==> src/rtl/lsu_pkg.sv <==
// Shared types and constants for the load/store unit: FSM states, request kind,
// RV32I Funct3 encodings and the access-size byte mask.
package lsu_pkg;

    typedef enum logic [1:0] {IDLE, FIRST, SECOND, DONE} lsu_state_t;

    typedef enum logic {KIND_LOAD, KIND_STORE} lsu_kind_t;

    localparam logic [2:0] F3_B  = 3'b000;
    localparam logic [2:0] F3_H  = 3'b001;
    localparam logic [2:0] F3_W  = 3'b010;
    localparam logic [2:0] F3_BU = 3'b100;
    localparam logic [2:0] F3_HU = 3'b101;

    // Size encoding 2'b11 is not a legal RV32I width and falls through to word.
    function automatic logic [3:0] byte_mask(input logic [1:0] size);
        if (size == F3_B[1:0])      return 4'b0001;
        else if (size == F3_H[1:0]) return 4'b0011;
        else                        return 4'b1111;
    endfunction

endpackage

==> src/rtl/lsu_align.sv <==
// Combinational lane steering: store data/byte enables across a two-word window,
// and realignment plus sign/zero extension of loaded data.
module lsu_align
    import lsu_pkg::*;
(
    input  logic [2:0]  funct3,
    input  logic [1:0]  offset,
    input  logic [31:0] wdata,
    input  logic [31:0] rdata1,
    input  logic [31:0] rdata0,
    output logic [7:0]  lane_mask,
    output logic [63:0] wdata_shifted,
    output logic [31:0] rdata_ext
);

    logic [31:0] rd_shifted;

    assign lane_mask     = {4'b0000, byte_mask(funct3[1:0])} << offset;
    assign wdata_shifted = {32'b0, wdata} << {offset, 3'b000};

    // NOTE: every variable written in always_comb gets a value on every path,
    // otherwise synthesis infers a latch.
    always_comb begin
        rd_shifted = 32'({rdata1, rdata0} >> {offset, 3'b000});
        case (funct3)
            F3_B:    rdata_ext = {{24{rd_shifted[7]}}, rd_shifted[7:0]};
            F3_BU:   rdata_ext = {24'b0, rd_shifted[7:0]};
            F3_H:    rdata_ext = {{16{rd_shifted[15]}}, rd_shifted[15:0]};
            F3_HU:   rdata_ext = {16'b0, rd_shifted[15:0]};
            F3_W:    rdata_ext = rd_shifted;
            default: rdata_ext = rd_shifted;
        endcase
    end

endmodule

==> src/rtl/load_store_unit.sv <==
// RV32I load/store unit: byte-addressed accesses become one or two word accesses
// to a synchronous-read data memory, behind a ready/valid request handshake.
module load_store_unit
    import lsu_pkg::*;
#(
    parameter int ADDRESS_WIDTH = 9,
    parameter int DATA_WIDTH    = 32
)
(
    input  logic                     clk,
    input  logic                     rst_n,
    input  logic                     ReqValid,
    output logic                     ReqReady,
    input  logic [ADDRESS_WIDTH-1:0] Address,
    input  logic [DATA_WIDTH-1:0]    WriteData,
    input  logic                     MemRead,
    input  logic                     MemWrite,
    input  logic [2:0]               Funct3,
    output logic                     RespValid,
    output logic [DATA_WIDTH-1:0]    ReadData,
    output logic [ADDRESS_WIDTH-3:0] MemAddr,
    output logic [DATA_WIDTH-1:0]    MemWdata,
    output logic [3:0]               MemBe,
    output logic                     MemRe,
    input  logic [DATA_WIDTH-1:0]    MemRdata
);

    localparam int WAW = ADDRESS_WIDTH - 2;

    lsu_state_t          state_q, state_d;
    lsu_kind_t           kind_q, kind_d;
    logic [2:0]          funct3_q, funct3_d;
    logic [1:0]          offset_q, offset_d;
    logic [31:0]         wdata_q, wdata_d;
    logic                split_q, split_d;
    logic [31:0]         rdata0_q, rdata0_d;
    logic                ready_q, ready_d;
    logic                resp_valid_q, resp_valid_d;
    logic [31:0]         read_data_q, read_data_d;
    logic [WAW-1:0]      mem_addr_q, mem_addr_d;
    logic [31:0]         mem_wdata_q, mem_wdata_d;
    logic [3:0]          mem_be_q, mem_be_d;
    logic                mem_re_q, mem_re_d;

    logic                idle;
    logic [2:0]          al_funct3;
    logic [1:0]          al_offset;
    logic [31:0]         al_wdata;
    logic [31:0]         al_rdata1;
    logic [31:0]         al_rdata0;
    logic [7:0]          lane;
    logic [63:0]         shifted;
    logic [31:0]         load_result;

    // On accept the aligner sees the live request; afterwards the latched copy.
    assign idle      = (state_q == IDLE);
    assign al_funct3 = idle ? Funct3 : funct3_q;
    assign al_offset = idle ? Address[1:0] : offset_q;
    assign al_wdata  = idle ? WriteData : wdata_q;
    assign al_rdata1 = split_q ? MemRdata : 32'b0;
    assign al_rdata0 = split_q ? rdata0_q : MemRdata;

    lsu_align u_align (
        .funct3        (al_funct3),
        .offset        (al_offset),
        .wdata         (al_wdata),
        .rdata1        (al_rdata1),
        .rdata0        (al_rdata0),
        .lane_mask     (lane),
        .wdata_shifted (shifted),
        .rdata_ext     (load_result)
    );

    always_comb begin
        state_d      = state_q;
        kind_d       = kind_q;
        funct3_d     = funct3_q;
        offset_d     = offset_q;
        wdata_d      = wdata_q;
        split_d      = split_q;
        rdata0_d     = rdata0_q;
        read_data_d  = read_data_q;
        mem_addr_d   = mem_addr_q;
        mem_wdata_d  = mem_wdata_q;
        resp_valid_d = 1'b0;
        mem_be_d     = 4'b0000;
        mem_re_d     = 1'b0;

        case (state_q)
            IDLE: begin
                if (ReqValid && (MemRead || MemWrite)) begin
                    kind_d      = MemRead ? KIND_LOAD : KIND_STORE;
                    funct3_d    = Funct3;
                    offset_d    = Address[1:0];
                    wdata_d     = WriteData;
                    split_d     = |lane[7:4];
                    mem_addr_d  = Address[ADDRESS_WIDTH-1:2];
                    mem_wdata_d = shifted[31:0];
                    if (MemRead) mem_re_d = 1'b1;
                    else         mem_be_d = lane[3:0];
                    state_d     = FIRST;
                end
            end
            FIRST: begin
                if (split_q) begin
                    mem_addr_d  = mem_addr_q + WAW'(1);
                    mem_wdata_d = shifted[63:32];
                    if (kind_q == KIND_LOAD) mem_re_d = 1'b1;
                    else                     mem_be_d = lane[7:4];
                    state_d     = SECOND;
                end else begin
                    state_d = (kind_q == KIND_LOAD) ? DONE : IDLE;
                end
            end
            SECOND: begin
                if (kind_q == KIND_LOAD) begin
                    rdata0_d = MemRdata;
                    state_d  = DONE;
                end else begin
                    state_d  = IDLE;
                end
            end
            DONE: begin
                read_data_d  = load_result;
                resp_valid_d = 1'b1;
                state_d      = IDLE;
            end
            default: state_d = IDLE;
        endcase

        ready_d = (state_d == IDLE);
    end

    // NOTE: sequential state uses non-blocking assignments so every flop samples
    // the pre-edge values regardless of statement order.
    always_ff @(posedge clk or negedge rst_n) begin
        if (!rst_n) begin
            state_q      <= IDLE;
            kind_q       <= KIND_LOAD;
            funct3_q     <= 3'b000;
            offset_q     <= 2'b00;
            wdata_q      <= 32'b0;
            split_q      <= 1'b0;
            rdata0_q     <= 32'b0;
            ready_q      <= 1'b1;
            resp_valid_q <= 1'b0;
            read_data_q  <= 32'b0;
            mem_addr_q   <= '0;
            mem_wdata_q  <= 32'b0;
            mem_be_q     <= 4'b0000;
            mem_re_q     <= 1'b0;
        end else begin
            state_q      <= state_d;
            kind_q       <= kind_d;
            funct3_q     <= funct3_d;
            offset_q     <= offset_d;
            wdata_q      <= wdata_d;
            split_q      <= split_d;
            rdata0_q     <= rdata0_d;
            ready_q      <= ready_d;
            resp_valid_q <= resp_valid_d;
            read_data_q  <= read_data_d;
            mem_addr_q   <= mem_addr_d;
            mem_wdata_q  <= mem_wdata_d;
            mem_be_q     <= mem_be_d;
            mem_re_q     <= mem_re_d;
        end
    end

    assign ReqReady  = ready_q;
    assign RespValid = resp_valid_q;
    assign ReadData  = read_data_q;
    assign MemAddr   = mem_addr_q;
    assign MemWdata  = mem_wdata_q;
    assign MemBe     = mem_be_q;
    assign MemRe     = mem_re_q;

endmodule

==> config.mk <==
export PLATFORM = sky130hd
export DESIGN_NAME = load_store_unit
export DESIGN_NICKNAME = d
export VERILOG_FILES = /design/src/rtl/lsu_pkg.sv /design/src/rtl/lsu_align.sv /design/src/rtl/load_store_unit.sv
export SDC_FILE = /design/constraint.sdc
export NUM_CORES = 1
export LEC_CHECK = 0
export CAP_MARGIN = 40
export CORE_ASPECT_RATIO = 1.5
export CORE_MARGIN = 2
export CORE_UTILIZATION = 48
export DETAILED_ROUTE_END_ITERATION = 8
export GPL_ROUTABILITY_DRIVEN = 0
export HOLD_SLACK_MARGIN = 0.15
export PLACE_DENSITY = 0.78
export REMOVE_ABC_BUFFERS = 1
export SLEW_MARGIN = 40
export SYNTH_ARGS = -nofsm -noshare
export SYNTH_HDL_FRONTEND = slang
export SYNTH_SLANG_ARGS = --single-unit
==> constraint.sdc <==
create_clock -name clk -period 2.09 [get_ports clk]
set_input_delay 0.209 -clock clk [delete_from_list [all_inputs] [get_ports clk]]
set_output_delay 0.209 -clock clk [all_outputs]
set_load 0.01 [all_outputs]
==> flow_metrics.tcl, run 1 <==
set metrics [dict create \
    fin_util 0.666 \
    antenna_found_initial 0 \
    synth_top_area_cell "dfrtp_1" \
    fin_crit_ps 2200 \
    synth_common_cells "nand2_1 (161), dfrtp_1 (150), nor2_1 (72)" \
    num_vias 8568 \
    critPathSlowestCell "or4_1" \
    dieArea_um2 19400 \
    worstHoldPathType "input port to async pin" \
    avgSynthCellArea_um2 9.38 \
    synth_cell_type_count 58 \
    reg2reg_from "state_q[1]$_DFF_PN0_" \
    nFillCells 1382 \
    worstMarginPinSlew_ps 662 \
    grt_max_degree 45 \
    ir_worst_vdd_v 0.000867 \
    ys.flop_type "dfrtp_1" \
    hold_viol 0 \
    synth_seq_area_share 0.431 \
    max_stage_delay_ps 500 \
    ys_ff_latch 151 \
    pwr_density_cell_nw_per_um2 1690 \
    h-tree-depth 4 \
    gr-total-overflow 0 \
    async_flop_share 1.00 \
    clock_path_buffers 2 \
    cts_tree "yes" \
    leakagePower_nw 5.06 \
    whs_ps 278 \
    outcome "complete, but fails checks" \
    boundaryPins 159 \
    cap_violations 0 \
    setup_slack_ps -107 \
    track_usage 0.288 \
    worstSetupPathType "flop to flop" \
    path_clk_slew_ps 60 \
    grt_pass1_vias 8610 \
    drive_gt1_frac 0.200 \
    ant_nets 0 \
    setup_viol 18 \
    drtIter0Drc 653 \
    netlist_area_um2 8770 \
    fin_crit_sh 1.05 \
    violations "negative setup slack" \
    insertion_delay_ps 420 \
    die_x_um 114 \
    gr-usage-met1 0.350 \
    wirelength_um 28100 \
    r2r_cells 9 \
    post-synth-top-count-cell "nand2_1" \
    grt_pass1_wl_um 43800 \
    clock_sinks 151 \
    syn-instance-count 935 \
    wl_per_cell_um 20.6 \
    dieHeight_um 170 \
    final_cells 1363 \
    use_met2 0.504 \
    cts_buffers 17 \
    setup_tns_ps -1030 \
    yosys-top-cells-area "dfrtp_1 (43%), nand2_1 (6.9%), mux2i_1 (6.7%)" \
    r2r-end "ReadData[28]$_DFFE_PN0P_" \
    core_um2 17900 \
    start_util 0.489 \
    timing.final.max_slew_violations 0 \
    cp-start-kind "flop" \
    setup.worst_path.end_class "flop" \
    routed_via_density 6.29 \
    dp.cells 1320 \
    drcViolationCount 0 \
    worstPathRequired_ps 2430 \
    port_buffers 158 \
    slew_headroom 0.557 \
    diodes 0 \
    area_delta_synth_final_pct 36.2 \
    rsz0062_at_grt "yes" \
    drt_first_pass_iters 5 \
    cts_root_buf "clkbuf_16" \
    fmax_mhz 455 \
    crit_chain "buf_4, or4_1, o31a_1, nor3_2, buf_4, a221oi_4, buf_6, clkbuf_16, a31oi_1" \
    skew_ps 10.6 \
    yosysTopAreaCellShare 0.428 \
    grt_busiest_layer "met2" \
    cp_max_fo 8 \
    crit_top_cell "buf_4" \
    hpwl_um 19000 \
    rrSetupSlack_ps -110 \
    rows 60 \
    layout.nets 1215 \
    ys_warn_count 0 \
    cp.arrival_ps 2540 \
    grt_use_met3 0.0407 \
    synth_edf_count 0 \
]
final cells by class:
cell class                 count  area, um2  share of cell area
inverter                       2       7.51            0.000628
multi-input combinational    698       4690               0.393
clock inverter                11        146              0.0123
tap                          217        272              0.0227
timing repair buffer         263       2570               0.215
sequential                   151       3780               0.317
clock buffer                  21        470              0.0394
worst max-delay path by stage:
stage	from	endpoint	slack [ps]	cells after the start
6_report	state_q[1]$_DFF_PN0_	ReadData[28]$_DFFE_PN0P_	-110	9
5_1_grt	state_q[1]$_DFF_PN0_	ReadData[19]$_DFFE_PN0P_	-180	9
4_1_cts	state_q[0]$_DFF_PN0_	ReadData[29]$_DFFE_PN0P_	-20	7
3_5_place_dp	Address[0]	ReadData[29]$_DFFE_PN0P_	-390	7
3_3_place_gp	Address[0]	ReadData[29]$_DFFE_PN0P_	-320	7
2_1_floorplan	state_q[0]$_DFF_PN0_	MemWdata[16]$_DFFE_PN0P_	-2280	4
stage by stage:
step	setup slack, ps	area, um2	total power [mW]
2_1_floorplan	-2280	8390	11.2
3_3_place_gp	-316	11100	16.0
3_5_place_dp	-386	11100	16.3
4_1_cts	-22.5	11800	19.8
5_1_grt	-180	11900	21.3
6_report	-107	11900	20.1
sequential cells by signal, summed over array words and instances (netlist names):
signal	cells
funct3_q	3
MemBe	4
split_q	1
rdata0_q	32
RespValid	1
offset_q	2
ReqReady	1
MemAddr	7
wdata_q	32
kind_q	1
state_q	2
ReadData	32
MemRe	1
MemWdata	32
per-layer routing:
layer | share of wire | vias up
li1 | - | 3814
met1 | 0.37 | 4142
met2 | 0.52 | 530
met3 | 0.082 | 82
met4 | 0.033 | 0
met5 | 0 | -
cell families (layout without fill, tap and decap cells):
family,after synthesis,in the layout,share of synthesized area
AOI/OAI and AO/OA,234,234,0.174
adders and majority gates,1,1,0.00143
buffers and inverters,86,297,0.0446
DFF,151,151,0.431
muxes,124,124,0.171
and+or+nand+nor,339,339,0.177
cell usage in the layout (no fill, tap or decap), drive strengths merged, types with 5 or more instances in the layout:
| cell | instances |
|---|---|
| nand2 | 162 |
| clkdlybuf4s50 | 157 |
| dfrtp | 150 |
| buf | 104 |
| nor2 | 73 |
| o21ai | 62 |
| mux2i | 59 |
| mux2 | 49 |
| a21oi | 44 |
| a31oi | 37 |
| clkbuf | 22 |
| nand3 | 21 |
| a211oi | 16 |
| mux4 | 16 |
| nand4 | 11 |
| nor2b | 10 |
| and3 | 10 |
| nand3b | 9 |
| a221oi | 9 |
| o22ai | 8 |
| a32oi | 8 |
| nand4b | 8 |
| and2 | 8 |
| a2bb2oi | 8 |
| o211ai | 7 |
| a211o | 7 |
| or2 | 7 |
| a311o | 6 |
| o221ai | 6 |
| and4 | 5 |
| o311ai | 5 |
| nor3 | 5 |
| clkinv | 5 |
report_power, final:
part           internal, mW  total (mW)  leakage, nW  switching (mW)
logic                  5.55        11.4         2.95            5.82
registers              4.34        5.50         1.82            1.16
clock network          1.98        3.25        0.299            1.27
worst max-delay path: cells and delay by family (launching register included):
kind / cells / cell delay [ps]
simple gates: 2 / 660
buf+inv: 4 / 640
flops: 1 / 430
compound gates: 3 / 390
repair_timing:
item,4_1_cts,5_1_grt
pin swaps,4,6
hold buffers,1,0
setup buffers,5,4
endpoints found under the setup margin,27,52
resized for setup,8,19
hold endpoints to repair,84,0
gates cloned,1,1
No activity file was read; power rests on OpenSTA's default activity.
==> inputs of run 2 (changes only) <==
Settings changed: CAP_MARGIN 40 to not set, CTS_BUF_LIST set to sky130_fd_sc_hd__clkbuf_16.
==> run 2 against run 1 <==
Net effect: the flow still finishes with violations (negative setup slack); non-clock buffer count is 2 higher; power is essentially flat; sequential share of layout area fell by 0.11 points; sequential power hardly changed; first-iteration DRC count is 5.2% lower.
==> flow_metrics.tcl, run 2 (synthesized netlist as in run 1, its figures left out) <==
set metrics [dict create \
    setup.worst_path.end_class "flop" \
    rsz0062_at_grt "yes" \
    drcViolationCount 0 \
    final_cell_mix "nand2_1 (161), clkdlybuf4s50_1 (157), dfrtp_1 (148)" \
    wirelength_um 28000 \
    start_util 0.489 \
    critPathSlowestCell "or4_1" \
    insertion_delay_ps 430 \
    routed_via_density 6.26 \
    fmax_mhz 454 \
    rows 60 \
    dieHeight_um 170 \
    h-tree-depth 4 \
    path_clk_slew_ps 60 \
    track_usage 0.288 \
    cp.arrival_ps 2550 \
    cap_violations 0 \
    boundaryPins 159 \
    worstPathRequired_ps 2430 \
    grt_max_degree 45 \
    drt_first_pass_iters 5 \
    setup_viol 24 \
    clock_sinks 151 \
    gr-total-overflow 0 \
    wl_per_cell_um 20.5 \
    core_um2 17900 \
    worstSetupPathType "flop to flop" \
    setup_slack_ps -114 \
    seqCellArea_um2 3780 \
    cp_max_fo 8 \
    leakagePower_nw 5.08 \
    pre_cts_ws_ps -386 \
    crit_family "simple AND/OR/NAND/NOR gates" \
    clock_path_buffers 2 \
    multi_input_area_um2 4710 \
    fin_crit_ps 2200 \
    max_stage_delay_ps 490 \
    final_common_cell "nand2_1" \
    nFillCells 1367 \
    area_delta_synth_final_pct 36.6 \
    ant_nets 0 \
    crit_top_cell "buf_4" \
    timing.final.max_slew_violations 0 \
    critical_path_buf_inv_count 4 \
    cts_root_buf "clkbuf_16" \
    pwr_density_cell_nw_per_um2 1680 \
    worstMarginPinSlew_ps 704 \
    cp-start-kind "flop" \
    outcome "complete, but fails checks" \
    num_vias 8544 \
    grt_pass1_vias 8543 \
    diodes 0 \
    slew_headroom 0.530 \
    ir_worst_vdd_v 0.000845 \
    antenna_found_initial 0 \
    hold_viol 0 \
    skew_ps 9.69 \
    violations "negative setup slack" \
    dieArea_um2 19400 \
    drtIter0Drc 619 \
    drive_gt1_frac 0.206 \
    hpwl_um 19000 \
    whs_ps 271 \
    worstHoldPathType "input port to async pin" \
    die_x_um 114 \
    grt_pass1_wl_um 43800 \
    crit_chain "buf_4, or4_1, o31a_1, nor3_2, buf_4, a221oi_4, buf_6, clkbuf_16, a31oi_1" \
    fin_crit_sh 1.05 \
    port_buffers 158 \
    layout.nets 1217 \
    cts_tree "yes" \
    cts_buffers 17 \
]
-- run 2: layout make-up --
type | count | share of cell area
inverter | 2 | 0.000626
clock buffer | 17 | 0.0355
multi-input combinational | 698 | 0.393
timing repair buffer | 265 | 0.219
tap | 217 | 0.0227
clock inverter | 15 | 0.0135
sequential | 151 | 0.316
-- run 2: timing repair --
| item | in CTS | in global routing |
|---|---|---|
| resized for setup | 8 | 27 |
| setup buffers | 5 | 5 |
| setup endpoints to repair | 29 | 52 |
| hold buffers | 1 | 0 |
| pin swaps | 4 | 10 |
| gates cloned | 1 | 2 |
| endpoints found under the hold margin | 84 | 0 |
-- run 2: where the power goes --
group | switching, mW | internal, mW | leakage (nW) | total [mW]
sequential | 1.15 | 4.34 | 1.82 | 5.50
combinational | 5.87 | 5.63 | 2.97 | 11.5
clock | 1.26 | 1.86 | 0.287 | 3.12
total | 8.28 | 11.8 | 5.08 | 20.1
-- run 2: worst paths after layout --
| path | startpoint | to | slack (ps) | cells after the start |
|---|---|---|---|---|
| worst max-delay path | state_q[1]$_DFF_PN0_ | ReadData[26]$_DFFE_PN0P_ | -110 | 9 |
| worst min-delay path | rst_n | rdata0_q[12]$_DFFE_PN0P_ | 270 | 2 |
| worst max register to register | state_q[1]$_DFF_PN0_ | ReadData[26]$_DFFE_PN0P_ | -110 | 9 |
| worst min register to register | MemWdata[26]$_DFFE_PN0P_ | MemWdata[26]$_DFFE_PN0P_ | 480 | 2 |
| max in group asynchronous | rst_n | rdata0_q[23]$_DFFE_PN0P_ | 1080 | 3 |
| min in group clk | WriteData[28] | wdata_q[28]$_DFFE_PN0P_ | 340 | 3 |
-- run 2: per-layer routing --
layer  vias to the layer above  wire [um]  GRT usage
met5                         -          0          0
met4                         0       1060      0.121
met3                        89       2210     0.0407
met2                       488      14300      0.507
met1                      4143      10500      0.350
li1                       3824          -          -
-- run 2: stage by stage --
step,power [mW],std cells,setup TNS (ps),utilization,cell area (um2)
floorplan,11.2,851,-182390,-,8390
global placement,16.0,1320,-11000,0.620,11100
detailed placement,16.3,1320,-13060,0.620,11100
CTS,19.6,1359,-184,0.658,11800
global route,21.3,1365,-3530,0.668,12000
finish,20.1,1365,-1450,0.668,12000
==> inputs of run 3 (changes only) <==
Settings changed: CORE_MARGIN 2 to 4, CORE_UTILIZATION 48 to 45, PLACE_DENSITY 0.78 to not set, PLACE_DENSITY_LB_ADDON set to 0.2.
==> run 3 against run 2 <==
Net effect: the flow still finishes with violations (negative setup slack); critical endpoint is now ReadData[29]$_DFFE_PN0P_; register-to-register slack better by 30 ps; worst setup slack better by 27 ps; flip-flop and latch count did not move; clock-buffer cell count unchanged; critical path depth down 2; worst hold slack improved by 41 ps; die area is 13% higher; non-clock buffer count down 2; cell count is 2.6% higher; sequential power about the same; combinational power hardly changed; maximum frequency is 1.2% higher.
==> flow_metrics.tcl, run 3 (synthesized netlist as in run 1, its figures left out) <==
set metrics [dict create \
    outcome "complete, but fails checks" \
    violations "negative setup slack" \
    track_usage 0.265 \
    clock_sinks 151 \
    wl_per_cell_um 20.4 \
    diodes 0 \
    final_cell_mix "nand2_1 (161), clkdlybuf4s50_1 (157), dfrtp_1 (146)" \
    pwr_density_cell_nw_per_um2 1670 \
    p_int_mw 11.8 \
    clock_path_buffers 2 \
    timing.final.max_slew_violations 0 \
    layout.nets 1215 \
    p_sw_mw 8.28 \
    dieHeight_um 179 \
    critPathSlowestCell "dfrtp_2" \
    worstSetupPathType "flop to flop" \
    worstMarginPinSlew_ps 688 \
    path_clk_slew_ps 60 \
    leakagePower_nw 5.06 \
    grt_pass1_wl_um 45000 \
    crit_chain "or3b_4, nand2_4, mux4_2, a221oi_4, buf_6, clkbuf_16, a31oi_1" \
    dieArea_um2 21800 \
    setup_slack_ps -87.7 \
    h-tree-depth 4 \
    drive_gt1_frac 0.208 \
    cts_tree "yes" \
    clkPwrFrac 0.151 \
    drcViolationCount 0 \
    cts_buffers 17 \
    start_util 0.458 \
    reg2reg_from "state_q[0]$_DFF_PN0_" \
    worstPathRequired_ps 2390 \
    setup_viol 24 \
    grt_max_degree 51 \
    slew_headroom 0.540 \
    switching_share 0.411 \
    wirelength_um 28600 \
    final_common_cell "nand2_1" \
    rsz0062_at_grt "yes" \
    rows 62 \
    port_buffers 158 \
    area_delta_synth_final_pct 37.2 \
    cts_root_buf "clkbuf_16" \
    r2r-end "ReadData[29]$_DFFE_PN0P_" \
    insertion_delay_ps 430 \
    max_stage_delay_ps 450 \
    cp-start-kind "flop" \
    antenna_found_initial 0 \
    drtIter0Drc 535 \
    hpwl_um 19400 \
    worstHoldPathType "input port to async pin" \
    gr-total-overflow 0 \
    whs_ps 312 \
    cap_violations 0 \
    p_seq_frac 0.272 \
    fmax_mhz 459 \
    routed_via_density 5.98 \
    power_frac_comb 0.576 \
    num_vias 8372 \
    hold_viol 0 \
    ir_worst_vdd_v 0.000732 \
    fin_crit_sh 1.04 \
    nFillCells 1669 \
    cp.arrival_ps 2480 \
    setup.worst_path.end_class "flop" \
    grt_pass1_vias 8547 \
    fin_crit_ps 2180 \
    boundaryPins 159 \
    skew_ps 9.31 \
    ant_nets 0 \
    drt_first_pass_iters 5 \
    r2r_cells 7 \
    die_x_um 122 \
    core_um2 19200 \
    fin_util 0.628 \
    cp_max_fo 6 \
    rrSetupSlack_ps -90 \
]
[run 3: cell types whose count changed in the layout (fill, tap and decap cells not counted), sizes merged]
cell | previous run | this run
clkbuf | 19 | 18
clkinvlp | 2 | 3
buf | 105 | 104
clkinv | 8 | 4
inv | 4 | 5
[run 3: power groups by stage]
stage          logic, mW  clock network [mW]  registers [mW]
6_report            11.6                3.05            5.48
5_1_grt             12.5                3.20            5.65
4_1_cts             11.3                3.08            5.45
3_5_place_dp        10.9                   0            5.47
3_3_place_gp        10.7                   0            5.44
2_1_floorplan       5.50                   0            5.71
[run 3: worst max-delay path by stage]
| stage | startpoint | to | slack (ps) |
|---|---|---|---|
| after global placement | Address[0] | ReadData[26]$_DFFE_PN0P_ | -280 |
| final | state_q[0]$_DFF_PN0_ | ReadData[29]$_DFFE_PN0P_ | -90 |
| after CTS | state_q[1]$_DFF_PN0_ | ReadData[28]$_DFFE_PN0P_ | -30 |
| after detailed placement | Address[0] | ReadData[27]$_DFFE_PN0P_ | -340 |
| after floorplan | state_q[0]$_DFF_PN0_ | MemWdata[16]$_DFFE_PN0P_ | -2280 |
| after global routing | state_q[0]$_DFF_PN0_ | ReadData[16]$_DFFE_PN0P_ | -150 |
[run 3: cell type report]
type,instances,area [um2],share of cell area
inverters,2,7.51,0.000624
repair buffers,263,2590,0.215
clock inverters,13,143,0.0119
multi-input cells,698,4770,0.396
clock buffers,17,425,0.0353
well taps,256,320,0.0266
flip-flops and latches,151,3780,0.314
[run 3: what timing repair did]
| action | in CTS | in global routing |
|---|---|---|
| hold endpoints to repair | 63 | 0 |
| resized for setup | 20 | 15 |
| cloned | 2 | 1 |
| hold buffers | 1 | 0 |
| setup buffers | 6 | 1 |
| endpoints found under the setup margin | 33 | 45 |
| pin swaps | 2 | 5 |
[run 3: metrics by stage]
step	cells	worst slack [ps]	instance area, um2	power [mW]	setup TNS, ps
3_3_place_gp	1360	-282	11200	16.1	-12630
6_report	1400	-87.7	12000	20.1	-1790
4_1_cts	1398	-34.1	11900	19.8	-286
2_1_floorplan	851	-2280	8390	11.2	-182390
3_5_place_dp	1360	-339	11200	16.4	-14950
5_1_grt	1400	-146	12000	21.4	-3540
[run 3: critical path: cells and delay by family, from the launching register on]
family / cells / cell delay (ps)
flops: 1 / 450
simple gates: 2 / 510
buf+inv: 2 / 320
mux: 1 / 340
compound gates: 2 / 430
[run 3: routing by layer]
| metal | vias up | wire (um) | GRT usage |
|---|---|---|---|
| li1 | 3803 | - | - |
| met1 | 4094 | 11000 | 0.316 |
| met2 | 392 | 14800 | 0.463 |
| met3 | 83 | 1830 | 0.0483 |
| met4 | 0 | 960 | 0.117 |
| met5 | - | 0 | 0 |
